--- config.mk ---
export PLATFORM = sky130hd
export DESIGN_NAME = cook_timer_flat
export DESIGN_NICKNAME = d
export VERILOG_FILES = /design/src/rtl/cook_timer_if.sv /design/src/rtl/cook_timer.sv /design/src/flat_wrapper.sv
export SDC_FILE = /design/constraint.sdc
export NUM_CORES = 1
export LEC_CHECK = 0
export BUFFER_PORTS_ARGS = -buffer_cell sky130_fd_sc_hd__buf_2
export CAP_MARGIN = 0
export CORE_MARGIN = 4
export CORE_UTILIZATION = 45
export CTS_BUF_LIST = sky130_fd_sc_hd__clkbuf_4 sky130_fd_sc_hd__clkbuf_8
export DETAILED_ROUTE_END_ITERATION = 7
export HOLD_SLACK_MARGIN = 0.03
export PLACE_DENSITY = 0.74
export SLEW_MARGIN = 20
export SYNTH_ARGS = -nofsm -noshare
export SYNTH_HDL_FRONTEND = slang
export SYNTH_SLANG_ARGS = --single-unit
--- constraint.sdc ---
create_clock -name clk -period 3.11 [get_ports clk]
set_input_delay 0.1555 -clock clk [delete_from_list [all_inputs] [get_ports clk]]
set_output_delay 0.1555 -clock clk [all_outputs]
set_load 0.03 [all_outputs]
--- src/rtl/cook_timer_if.sv ---
// Keypad, magnetron-latch and display signals for cook_timer.
// The master drives the keypad and latch state. The slave (cook_timer) drives the display, status and debug state.
interface cook_timer_if;
  // digit_valid is a single-cycle strobe with no ready back-pressure.
  // The digit is taken in the same cycle if the timer state and the value allow it, and is dropped otherwise.
  logic       digit_valid;
  logic [3:0] digit;
  logic       mag_on;
  logic [3:0] min_tens;
  logic [3:0] min_ones;
  logic [3:0] sec_tens;
  logic [3:0] sec_ones;
  logic       timer_done;
  logic       running;
  logic       beep;
  logic [2:0] state_dbg;

  modport master (
    output digit_valid, digit, mag_on,
    input  min_tens, min_ones, sec_tens, sec_ones, timer_done, running, beep, state_dbg
  );

  modport slave (
    input  digit_valid, digit, mag_on,
    output min_tens, min_ones, sec_tens, sec_ones, timer_done, running, beep, state_dbg
  );
endinterface

--- src/rtl/cook_timer.sv ---
// MM:SS BCD cook timer. It counts down at one tick per CLK_DIV clocks while mag_on is high, and drives timer_done.
// Defining the macro END_BEEP_EN builds a BEEP_LEN-cycle end-of-cook beep. Otherwise beep is tied low.
module cook_timer #(
  parameter int CLK_DIV  = 50000000,
  parameter int BEEP_LEN = 8
) (
  input  logic         clk,
  input  logic         resetn,
  input  logic         clearn,
  cook_timer_if.slave  bus
);

  localparam int PW = (CLK_DIV > 1) ? $clog2(CLK_DIV) : 1;

  typedef enum logic [2:0] {
    IDLE  = 3'd0,
    SET   = 3'd1,
    RUN   = 3'd2,
    PAUSE = 3'd3,
    DONE  = 3'd4
  } state_t;

  state_t        state, state_n;
  logic [15:0]   tval, tval_n;
  logic [PW-1:0] presc, presc_n;
  logic          timer_done_q, running_q;
  logic          accept, tick;
  logic [15:0]   shifted, decremented;

  // Borrowing BCD decrement. Seconds above 59 count down as-is, and 00:00 stays 00:00.
  function automatic logic [15:0] bcd_dec(input logic [15:0] t);
    logic [15:0] r;
    r = t;
    if (t[3:0] != 4'd0) begin
      r[3:0] = t[3:0] - 4'd1;
    end else if (t[7:4] != 4'd0) begin
      r[7:4] = t[7:4] - 4'd1;
      r[3:0] = 4'd9;
    end else if (t[11:8] != 4'd0) begin
      r[11:8] = t[11:8] - 4'd1;
      r[7:4]  = 4'd5;
      r[3:0]  = 4'd9;
    end else if (t[15:12] != 4'd0) begin
      r[15:12] = t[15:12] - 4'd1;
      r[11:8]  = 4'd9;
      r[7:4]   = 4'd5;
      r[3:0]   = 4'd9;
    end
    return r;
  endfunction

  assign accept      = bus.digit_valid && (bus.digit <= 4'd9) &&
                       ((state == IDLE) || (state == SET) || (state == DONE));
  assign shifted     = {tval[11:0], bus.digit};
  assign decremented = bcd_dec(tval);
  assign tick        = (presc == PW'(CLK_DIV - 1));

  always_comb begin
    state_n = state;
    tval_n  = tval;
    presc_n = presc;
    if (!clearn) begin
      state_n = IDLE;
      tval_n  = 16'h0000;
      presc_n = '0;
    end else begin
      case (state)
        IDLE, DONE: begin
          if (accept) begin
            tval_n  = shifted;
            state_n = (shifted == 16'h0000) ? IDLE : SET;
          end
        end
        SET: begin
          if (accept) begin
            tval_n  = shifted;
            state_n = (shifted == 16'h0000) ? IDLE : SET;
          end else if (bus.mag_on) begin
            state_n = RUN;
            presc_n = '0;
          end
        end
        RUN: begin
          // Losing mag_on wins over a coincident tick, so that second is not consumed.
          if (!bus.mag_on) begin
            state_n = PAUSE;
          end else if (tick) begin
            presc_n = '0;
            tval_n  = decremented;
            if (decremented == 16'h0000) state_n = DONE;
          end else begin
            presc_n = presc + PW'(1);
          end
        end
        PAUSE: begin
          if (bus.mag_on) state_n = RUN;
        end
        default: begin
          state_n = IDLE;
          tval_n  = 16'h0000;
          presc_n = '0;
        end
      endcase
    end
  end

  always_ff @(posedge clk or negedge resetn) begin
    if (!resetn) begin
      state        <= IDLE;
      tval         <= 16'h0000;
      presc        <= '0;
      timer_done_q <= 1'b1;
      running_q    <= 1'b0;
    end else begin
      state        <= state_n;
      tval         <= tval_n;
      presc        <= presc_n;
      timer_done_q <= (state_n == IDLE) || (state_n == DONE);
      running_q    <= (state_n == RUN);
    end
  end

`ifdef END_BEEP_EN
  localparam int BW = $clog2(BEEP_LEN + 1);
  logic [BW-1:0] beep_cnt;
  logic          done_evt;

  assign done_evt = (state == RUN) && (state_n == DONE);

  always_ff @(posedge clk or negedge resetn) begin
    if (!resetn) begin
      beep_cnt <= '0;
    end else if (!clearn || accept) begin
      beep_cnt <= '0;
    end else if (done_evt) begin
      beep_cnt <= BW'(BEEP_LEN);
    end else if (beep_cnt != '0) begin
      beep_cnt <= beep_cnt - BW'(1);
    end
  end

  assign bus.beep = (beep_cnt != '0);
`else
  assign bus.beep = 1'b0;
`endif

  assign bus.min_tens   = tval[15:12];
  assign bus.min_ones   = tval[11:8];
  assign bus.sec_tens   = tval[7:4];
  assign bus.sec_ones   = tval[3:0];
  assign bus.timer_done = timer_done_q;
  assign bus.running    = running_q;
  assign bus.state_dbg  = state;

endmodule
--- src/flat_wrapper.sv ---
// flat-port wrapper written by rule: the top's interface ports become plain ports
module cook_timer_flat 
#(
  parameter int CLK_DIV  = 50000000,
  parameter int BEEP_LEN = 8
)
  (clk, resetn, clearn, bus_digit_valid, bus_digit, bus_mag_on, bus_min_tens, bus_min_ones, bus_sec_tens, bus_sec_ones, bus_timer_done, bus_running, bus_beep, bus_state_dbg);
  cook_timer_if bus_i ();
  input  logic clk;
  input  logic resetn;
  input  logic clearn;
  input wire logic [$bits(bus_i.digit_valid)-1:0] bus_digit_valid;
  input wire logic [$bits(bus_i.digit)-1:0] bus_digit;
  input wire logic [$bits(bus_i.mag_on)-1:0] bus_mag_on;
  output wire logic [$bits(bus_i.min_tens)-1:0] bus_min_tens;
  output wire logic [$bits(bus_i.min_ones)-1:0] bus_min_ones;
  output wire logic [$bits(bus_i.sec_tens)-1:0] bus_sec_tens;
  output wire logic [$bits(bus_i.sec_ones)-1:0] bus_sec_ones;
  output wire logic [$bits(bus_i.timer_done)-1:0] bus_timer_done;
  output wire logic [$bits(bus_i.running)-1:0] bus_running;
  output wire logic [$bits(bus_i.beep)-1:0] bus_beep;
  output wire logic [$bits(bus_i.state_dbg)-1:0] bus_state_dbg;
  assign bus_i.digit_valid = bus_digit_valid;
  assign bus_i.digit = bus_digit;
  assign bus_i.mag_on = bus_mag_on;
  assign bus_min_tens = bus_i.min_tens;
  assign bus_min_ones = bus_i.min_ones;
  assign bus_sec_tens = bus_i.sec_tens;
  assign bus_sec_ones = bus_i.sec_ones;
  assign bus_timer_done = bus_i.timer_done;
  assign bus_running = bus_i.running;
  assign bus_beep = bus_i.beep;
  assign bus_state_dbg = bus_i.state_dbg;
  cook_timer #(.CLK_DIV(CLK_DIV), .BEEP_LEN(BEEP_LEN)) u_core (.clk(clk), .resetn(resetn), .clearn(clearn), .bus(bus_i));
endmodule
==> load_flow_metrics.sql, run 1 <==
INSERT INTO impl_metrics (metric_group, metric, value, unit) VALUES
('final_layout', 'num_antenna_cells', '0', ''),
('cts', 'tritoncts_num_sinks', '47', ''),
('yosys', 'ys_dominant_reg_cell', 'sky130_fd_sc_hd__dfrtp_1', ''),
('routing', 'vias', '2961', ''),
('routing', 'detailroute.wirelength.met3', '388', 'um'),
('cts', 'numCtsBuffers', '5', ''),
('global_route', 'wire_length_of_the_first_global_routing_pass', '12.8', 'mm'),
('yosys', 'synth_edf_count', '0', ''),
('cts', 'cts_buffer_depth', '2', ''),
('power_and_ir_drop', 'ir_worst_vdd', '0.241', 'mV'),
('yosys', 'synth_xor_area_share', '1.65', '%'),
('critical_path', 'timing.critical_path.required', '3.32', 'ns'),
('global_route', 'grt_max_degree', '48', ''),
('cts', 'cts_tree', 'built', ''),
('power_and_ir_drop', 'internal_power', '1.10', 'mW'),
('placement', 'gp_congestion', '0.976', ''),
('routing', 'top_layer_used', 'met4', ''),
('power_and_ir_drop', 'clk_network_pwr_share', '33.6', '%'),
('yosys', 'post_synthesis_cell_area', '0.00318', 'mm2'),
('floorplan', 'ports_placed_on_the_boundary', '31', ''),
('floorplan', 'core', '0.00683', 'mm2'),
('routing', 'drc', '0', ''),
('placement', 'detailedPlacementHpwl', '5.52', 'mm'),
('routing', 'ant_nets', '0', ''),
('power_and_ir_drop', 'pwr_density_cell', '471', 'mW/mm2'),
('sta', 'final-max-slew-violation-count', '0', ''),
('yosys', 'yosysSeqAreaShare', '37.0', '%'),
('power_and_ir_drop', 'share_of_total_power_consumed_by_net_switching', '33.3', '%'),
('yosys', 'yosysWarnings', '0', ''),
('global_route', 'grt.overflow.total', '0', ''),
('sta', 'clock-skew-final', '0.00881', 'ns'),
('final_layout', 'syn2layout_area_growth', '10.4', '%'),
('global_route', 'global_route.usage.total', '18.4', '%'),
('final_layout', 'n_fill_cell', '641', ''),
('sta', 'maxSlewHeadroom', '35.1', '%'),
('sta', 'final-hold-violation-count', '0', ''),
('floorplan', 'die_height', '92.1', 'um'),
('sta', 'finalSetupViolations', '0', ''),
('run', 'max_cap_violations', '0', ''),
('routing', 'drt-vias-per-instance', '5.90', ''),
('global_route', 'grt_antenna_before_repair', '0', ''),
('yosys', 'postSynth.asyncResetShare', '100', '%'),
('sta', 'layout_worst_path_cycle_share', '88.3', '%'),
('yosys', 'netlist_instances', '385', ''),
('yosys', 'complex_gate_fraction_of_the_synthesized_area', '22.1', '%'),
('status', 'outcome', 'finished clean', ''),
('cts', 'cts_htree_levels', '2', ''),
('yosys', 'synth_top_family_by_area', 'simple AND/OR/NAND/NOR gates', ''),
('final_layout', 'regArea', '0.00118', 'mm2'),
('yosys', 'synth.area.mux_share', '1.30', '%'),
('yosys', 'synth-seq-cells', '47', ''),
('yosys', 'syn_avg_cell_area', '8.26', 'um2'),
('routing', 'detailedRoute.firstPassIterationCount', '5', ''),
('global_route', 'grt_pass1_vias', '2616', ''),
('yosys', 'synthSimpleGateAreaFrac', '29.5', '%'),
('power_and_ir_drop', 'p_leak', '1.47', 'nW'),
('floorplan', 'rows', '30', ''),
('routing', 'met1Wirelength', '3.59', 'mm'),
('routing', 'drt-wirelength-per-cell', '15.4', 'um'),
('yosys', 'yosys.area_share.adder', '2.36', '%'),
('final_layout', 'nNetsFinal', '420', ''),
('critical_path', 'worstSetupStartpointType', 'flip-flop', ''),
('power_and_ir_drop', 'reg_power_share', '42.6', '%'),
('yosys', 'synth.distinct_cells', '63', ''),
('routing', 'dr.first_iter.drc_count', '267', ''),
('power_and_ir_drop', 'switchingPower', '0.551', 'mW'),
('routing', 'met2_wirelength', '3.67', 'mm'),
('sta', 'rsz_0062_raised_after_global_routing', 'false', ''),
('critical_path', 'arrival', '2.96', 'ns'),
('power_and_ir_drop', 'comb_power_share', '23.8', '%'),
('cts', 'clk_transition_reported_paths', '0.10', 'ns');
## synthesized netlist by cell type (all sizes together), types with 2 or more instances
master	n	area share, %
mux2i	3	0.94
or3	2	0.39
nor2b	5	0.98
a21o	2	0.47
o31ai	4	1.4
o2111ai	2	0.55
o221ai	2	0.55
xnor2	3	0.83
nor2	40	4.8
nand3	13	2.0
nor3b	4	1.3
nand2b	4	0.79
inv	15	1.8
ha	6	2.4
a22o	4	1.1
nand4	14	2.8
and2	4	0.79
nor4b	4	1.7
a2bb2oi	2	0.55
nand2	42	5.0
a22oi	9	2.1
nor3	15	2.7
and3	5	0.98
and4	3	0.83
a31oi	10	2.0
nor4	6	1.4
dfrtp	46	36
a21oi	22	3.5
or3b	4	1.1
or4b	2	0.63
a31o	3	0.83
buf	14	3.1
xor2	3	0.83
nand3b	2	0.47
o41ai	2	0.55
o311ai	3	0.83
o21ai	41	6.6
clkbuf	9	1.1
## worst paths after layout
check / start / endpoint / slack [ns] / depth (start not counted)
max in group asynchronous: resetn / u_core.tval[11] / 2.31 / 2
min reg2reg: u_core.presc[3] / u_core.presc[3] / 0.53 / 1
min: bus_digit[3] / u_core.tval[3] / 0.11 / 3
max reg2reg: u_core.tval[0] / u_core.bus.running / 0.36 / 8
max: u_core.tval[0] / u_core.bus.running / 0.36 / 8
min in group asynchronous: resetn / u_core.tval[2] / 0.40 / 2
## through the flow
step	utilization, %	setup WS (ns)	instance area [um2]	power [mW]	hold WS [ns]
final	51.4	0.363	3510	1.65	0.111
after detailed placement	49.2	0.448	3360	1.10	0.399
after CTS	51.2	0.425	3500	1.66	0.0614
after global placement	49.2	0.551	3360	1.10	0.391
after floorplan	-	0.550	3180	1.01	-0.140
after global routing	51.4	0.260	3510	1.74	0.115
## critical path, cell delays in order (launching register included)
cell	delay (ns)
sky130_fd_sc_hd__dfrtp_1	0.44
sky130_fd_sc_hd__inv_1	0.18
sky130_fd_sc_hd__ha_1	0.27
sky130_fd_sc_hd__or3b_1	0.53
sky130_fd_sc_hd__nor3_1	0.32
sky130_fd_sc_hd__a32oi_1	0.18
sky130_fd_sc_hd__nor4b_2	0.29
sky130_fd_sc_hd__nand4_1	0.20
sky130_fd_sc_hd__and3_1	0.23
## flip-flops by register name, summed over array words and instances, names as in the netlist
| name | cells |
|---|---|
| u_core.bus.timer_done | 1 |
| u_core.presc | 26 |
| u_core.bus.running | 1 |
| u_core.tval | 16 |
| u_core.bus.state_dbg | 3 |
## layout by cell type (no fill, tap or decap), types with 4 or more instances in the layout
cell type                   n
sky130_fd_sc_hd__dfrtp_1   46
sky130_fd_sc_hd__nand2_1   42
sky130_fd_sc_hd__nor2_1    39
sky130_fd_sc_hd__buf_2     28
sky130_fd_sc_hd__o21ai_0   22
sky130_fd_sc_hd__a21oi_1   22
sky130_fd_sc_hd__o21ai_1   18
sky130_fd_sc_hd__inv_1     14
sky130_fd_sc_hd__nor3_1    14
sky130_fd_sc_hd__nand4_1   14
sky130_fd_sc_hd__nand3_1   13
sky130_fd_sc_hd__a31oi_1   10
sky130_fd_sc_hd__a22oi_1    9
sky130_fd_sc_hd__buf_4      7
sky130_fd_sc_hd__ha_1       6
sky130_fd_sc_hd__nor2b_1    5
sky130_fd_sc_hd__nor4_1     5
sky130_fd_sc_hd__and3_1     5
sky130_fd_sc_hd__clkbuf_8   5
sky130_fd_sc_hd__or3b_1     4
sky130_fd_sc_hd__nand2b_1   4
sky130_fd_sc_hd__and2_1     4
sky130_fd_sc_hd__a22o_1     4
## kinds of logic after synthesis
family / count (synthesis)
other: 1
AOI/OAI and AO/OA: 111
buffers and inverters: 38
and+or+nand+nor: 172
muxes: 4
DFF: 47
adders and majority gates: 6
xor gates and xnor gates: 6
## routing by layer
metal | up-vias | track usage (%)
met5 | - | 0
met4 | 0 | 4.95
met3 | 10 | 3.04
met2 | 91 | 29.9
met1 | 1401 | 25.3
li1 | 1459 | -
## area by class of cell
type / count / share of cell area [%]
Clock buffer: 5 / 1.96
Clock inverter: 3 / 2.03
Inverter: 15 / 1.60
Multi-Input combinational cell: 300 / 51.7
Sequential cell: 47 / 33.5
Tap cell: 96 / 3.42
Timing Repair Buffer: 36 / 5.77
## power by group through the flow
stage	Combinational, mW	Sequential [mW]	Clock (mW)
after floorplan	0.258	0.749	0
after global placement	0.385	0.712	0
after detailed placement	0.388	0.715	0
after CTS	0.391	0.703	0.565
after global routing	0.431	0.713	0.594
final	0.393	0.705	0.555
## timing repair
item | in CTS | in global routing
hold buffers | 0 | 1
endpoints found under the hold margin | 0 | 46
gates resized for setup | 0 | 0
Power figures use the tool's default switching activity.
==> run 2: changes to the inputs <==
Settings changed: CELL_PAD_IN_SITES_DETAIL_PLACEMENT set to 0, CELL_PAD_IN_SITES_GLOBAL_PLACEMENT set to 1, CTS_BUF_LIST sky130_fd_sc_hd__clkbuf_4 sky130_fd_sc_hd__clkbuf_8 to sky130_fd_sc_hd__clkbuf_8, PLACE_DENSITY 0.74 to 0.91.
==> run 2 against run 1 <==
Net effect:
- wire length grew 2.1%
- combinational power is essentially flat
- power shrank 11%
- sequential share of layout area grew 0.60 points
- hold slack gained 0.018 ns
- non-clock buffer count shrank 1
- worst setup slack gained 0.072 ns
- via count shrank 0.81%
- register-to-register slack gained 0.07 ns
- clock-buffer cell count is the same
- core utilization shrank 0.90 points
- largest cell class unchanged
- highest routed layer unchanged
==> load_flow_metrics.sql, run 2 (synthesis results as in run 1) <==
INSERT INTO impl_metrics (metric_group, metric, value, unit) VALUES
('status', 'outcome', 'finished clean', ''),
('power_and_ir_drop', 'p_leak', '1.44', 'nW'),
('sta', 'layout_setup_ws', '0.435', 'ns'),
('global_route', 'wire_length_of_the_first_global_routing_pass', '13.7', 'mm'),
('placement', 'post-place-ws', '0.460', 'ns'),
('floorplan', 'initial_core_util', '46.6', '%'),
('global_route', 'grt_antenna_before_repair', '0', ''),
('critical_path', 'worstSetupStartpointType', 'flip-flop', ''),
('final_layout', 'mostFrequentLayoutCells', 'sky130_fd_sc_hd__dfrtp_1, sky130_fd_sc_hd__nand2_1, sky130_fd_sc_hd__nor2_1', ''),
('cts', 'clk_transition_reported_paths', '0.09', 'ns'),
('sta', 'period_needed', '2.67', 'ns'),
('cts', 'clock_insertion_delay_worst_skew', '0.30', 'ns'),
('routing', 'drt-wirelength-per-cell', '15.7', 'um'),
('cts', 'cts_htree_levels', '2', ''),
('routing', 'ant_nets', '0', ''),
('sta', 'rsz_0062_raised_after_global_routing', 'false', ''),
('final_layout', 'finalInstanceArea', '0.00345', 'mm2'),
('routing', 'vias', '2937', ''),
('floorplan', 'floorplan.die_area', '0.00848', 'mm2'),
('critical_path', 'critical_path_class', 'flip-flop to flip-flop', ''),
('sta', 'maxSlewHeadroom', '38.7', '%'),
('routing', 'dr.first_iter.drc_count', '233', ''),
('placement', 'detailedPlacementHpwl', '5.67', 'mm'),
('placement', 'placed_area', '0.00335', 'mm2'),
('cts', 'ctsHoldBuffers', '0', ''),
('floorplan', 'core', '0.00683', 'mm2'),
('final_layout', 'drive_above_1_share', '13.6', '%'),
('sta', 'fmax', '0.374', 'GHz'),
('global_route', 'grt_max_degree', '48', ''),
('cts', 'postCtsSetupBuffers', '0', ''),
('critical_path', 'crit_path_max_fanout', '10', ''),
('final_layout', 'num_antenna_cells', '0', ''),
('cts', 'clock_tree_root_buffer_cell', 'sky130_fd_sc_hd__clkbuf_8', ''),
('sta', 'tightest_slew', '0.916', 'ns'),
('final_layout', 'regMostFlops', 'u_core.presc', ''),
('cts', 'numCtsBuffers', '5', ''),
('sta', 'final-hold-violation-count', '0', ''),
('placement', 'gp_congestion', '0.867', ''),
('routing', 'drc', '0', ''),
('cts', 'cts_resized', '0', ''),
('routing', 'drt-vias-per-instance', '5.86', ''),
('cts', 'tritoncts_num_sinks', '47', ''),
('final_layout', 'final_util', '50.5', '%'),
('sta', 'clock-skew-final', '0.0203', 'ns'),
('critical_path', 'timing.critical_path.required', '3.31', 'ns'),
('cts', 'cts_tree', 'built', ''),
('cts', 'cts_buffer_depth', '2', ''),
('power_and_ir_drop', 'ir_worst_vdd', '0.173', 'mV'),
('sta', 'fin_setup_tns', '0', 'ns'),
('final_layout', 'syn2layout_area_growth', '8.46', '%'),
('sta', 'layout_worst_path_cycle_share', '86.0', '%'),
('critical_path', 'arrival', '2.87', 'ns'),
('floorplan', 'ports_placed_on_the_boundary', '31', ''),
('final_layout', 'flip_flop_count_of_the_largest_register_after_layout', '26', ''),
('floorplan', 'rows', '30', ''),
('routing', 'detailedRoute.firstPassIterationCount', '4', ''),
('sta', 'finalSetupViolations', '0', ''),
('final_layout', 'layout.cells.most_common', 'sky130_fd_sc_hd__dfrtp_1', ''),
('run', 'max_cap_violations', '0', ''),
('floorplan', 'die_height', '92.1', 'um'),
('power_and_ir_drop', 'pwr_density_cell', '427', 'mW/mm2'),
('final_layout', 'nNetsFinal', '419', ''),
('worst_hold_path', 'holdCritPathClass', 'input pin to flip-flop', ''),
('routing', 'drt-total-wl', '7.89', 'mm'),
('placement', 'buffer_ports.inserted', '29', ''),
('global_route', 'global_route.usage.total', '19.5', '%'),
('global_route', 'grt.overflow.total', '0', ''),
('critical_path', 'critical_path.endpoint_type', 'flip-flop', ''),
('sta', 'final-max-slew-violation-count', '0', ''),
('global_route', 'grt_pass1_vias', '2774', ''),
('floorplan', 'die_w', '92.1', 'um');
-- run 2: changes by cell type in the layout (fill, tap and decap cells not counted) --
cell	before	now
sky130_fd_sc_hd__clkinv_4	0	1
sky130_fd_sc_hd__inv_1	14	15
sky130_fd_sc_hd__clkinv_2	0	1
sky130_fd_sc_hd__inv_8	1	0
sky130_fd_sc_hd__bufinv_16	2	0
sky130_fd_sc_hd__buf_4	7	6
-- run 2: layout make-up --
type | instances | area (um2)
clock buffer | 5 | 68.8
tap | 96 | 120
inverter | 15 | 56.3
clock inverter | 3 | 17.5
multi-input combinational | 300 | 1810
fill | 671 | 3380
sequential | 47 | 1180
timing repair buffer | 35 | 195
-- run 2: through the flow --
step                      hold WS (ns)  instances  total power [mW]
after floorplan                 -0.140        385              1.01
after global placement           0.419        492              1.11
after detailed placement         0.439        492              1.11
after CTS                        0.103        500              1.48
after global routing             0.141        501              1.56
final                            0.129        501              1.47
-- run 2: critical path, cell delays in order, from the launching register on --
cell	delay, ns
sky130_fd_sc_hd__dfrtp_1	0.50
sky130_fd_sc_hd__inv_1	0.09
sky130_fd_sc_hd__ha_1	0.20
sky130_fd_sc_hd__or3b_1	0.56
sky130_fd_sc_hd__o31ai_4	0.34
sky130_fd_sc_hd__a31oi_1	0.13
sky130_fd_sc_hd__nor4_2	0.35
sky130_fd_sc_hd__nand4_1	0.19
sky130_fd_sc_hd__and3_1	0.22
-- run 2: where the power goes --
part | total (mW) | internal [mW] | switching [mW] | leakage (nW)
Combinational | 0.393 | 0.133 | 0.259 | 0.764
Sequential | 0.708 | 0.642 | 0.0663 | 0.628
Clock | 0.373 | 0.156 | 0.216 | 0.0493
-- run 2: final timing paths --
check / cells after the start / slack (ns) / startpoint / to
max reg2reg: 8 / 0.44 / u_core.tval[9] / u_core.bus.running
min: 3 / 0.13 / bus_digit[3] / u_core.tval[3]
max in group asynchronous: 2 / 2.29 / resetn / u_core.tval[5]
min reg2reg: 1 / 0.53 / u_core.presc[17] / u_core.presc[17]
min in group asynchronous: 2 / 0.40 / resetn / u_core.presc[0]
max: 8 / 0.44 / u_core.tval[9] / u_core.bus.running
-- run 2: layer usage --
metal	vias to the layer above	part of all wire [%]	track usage [%]
met1	1422	49	27.6
met4	0	0.46	3.59
met5	-	0	0
met3	4	3.5	3.20
li1	1457	-	-
met2	54	47	31.9
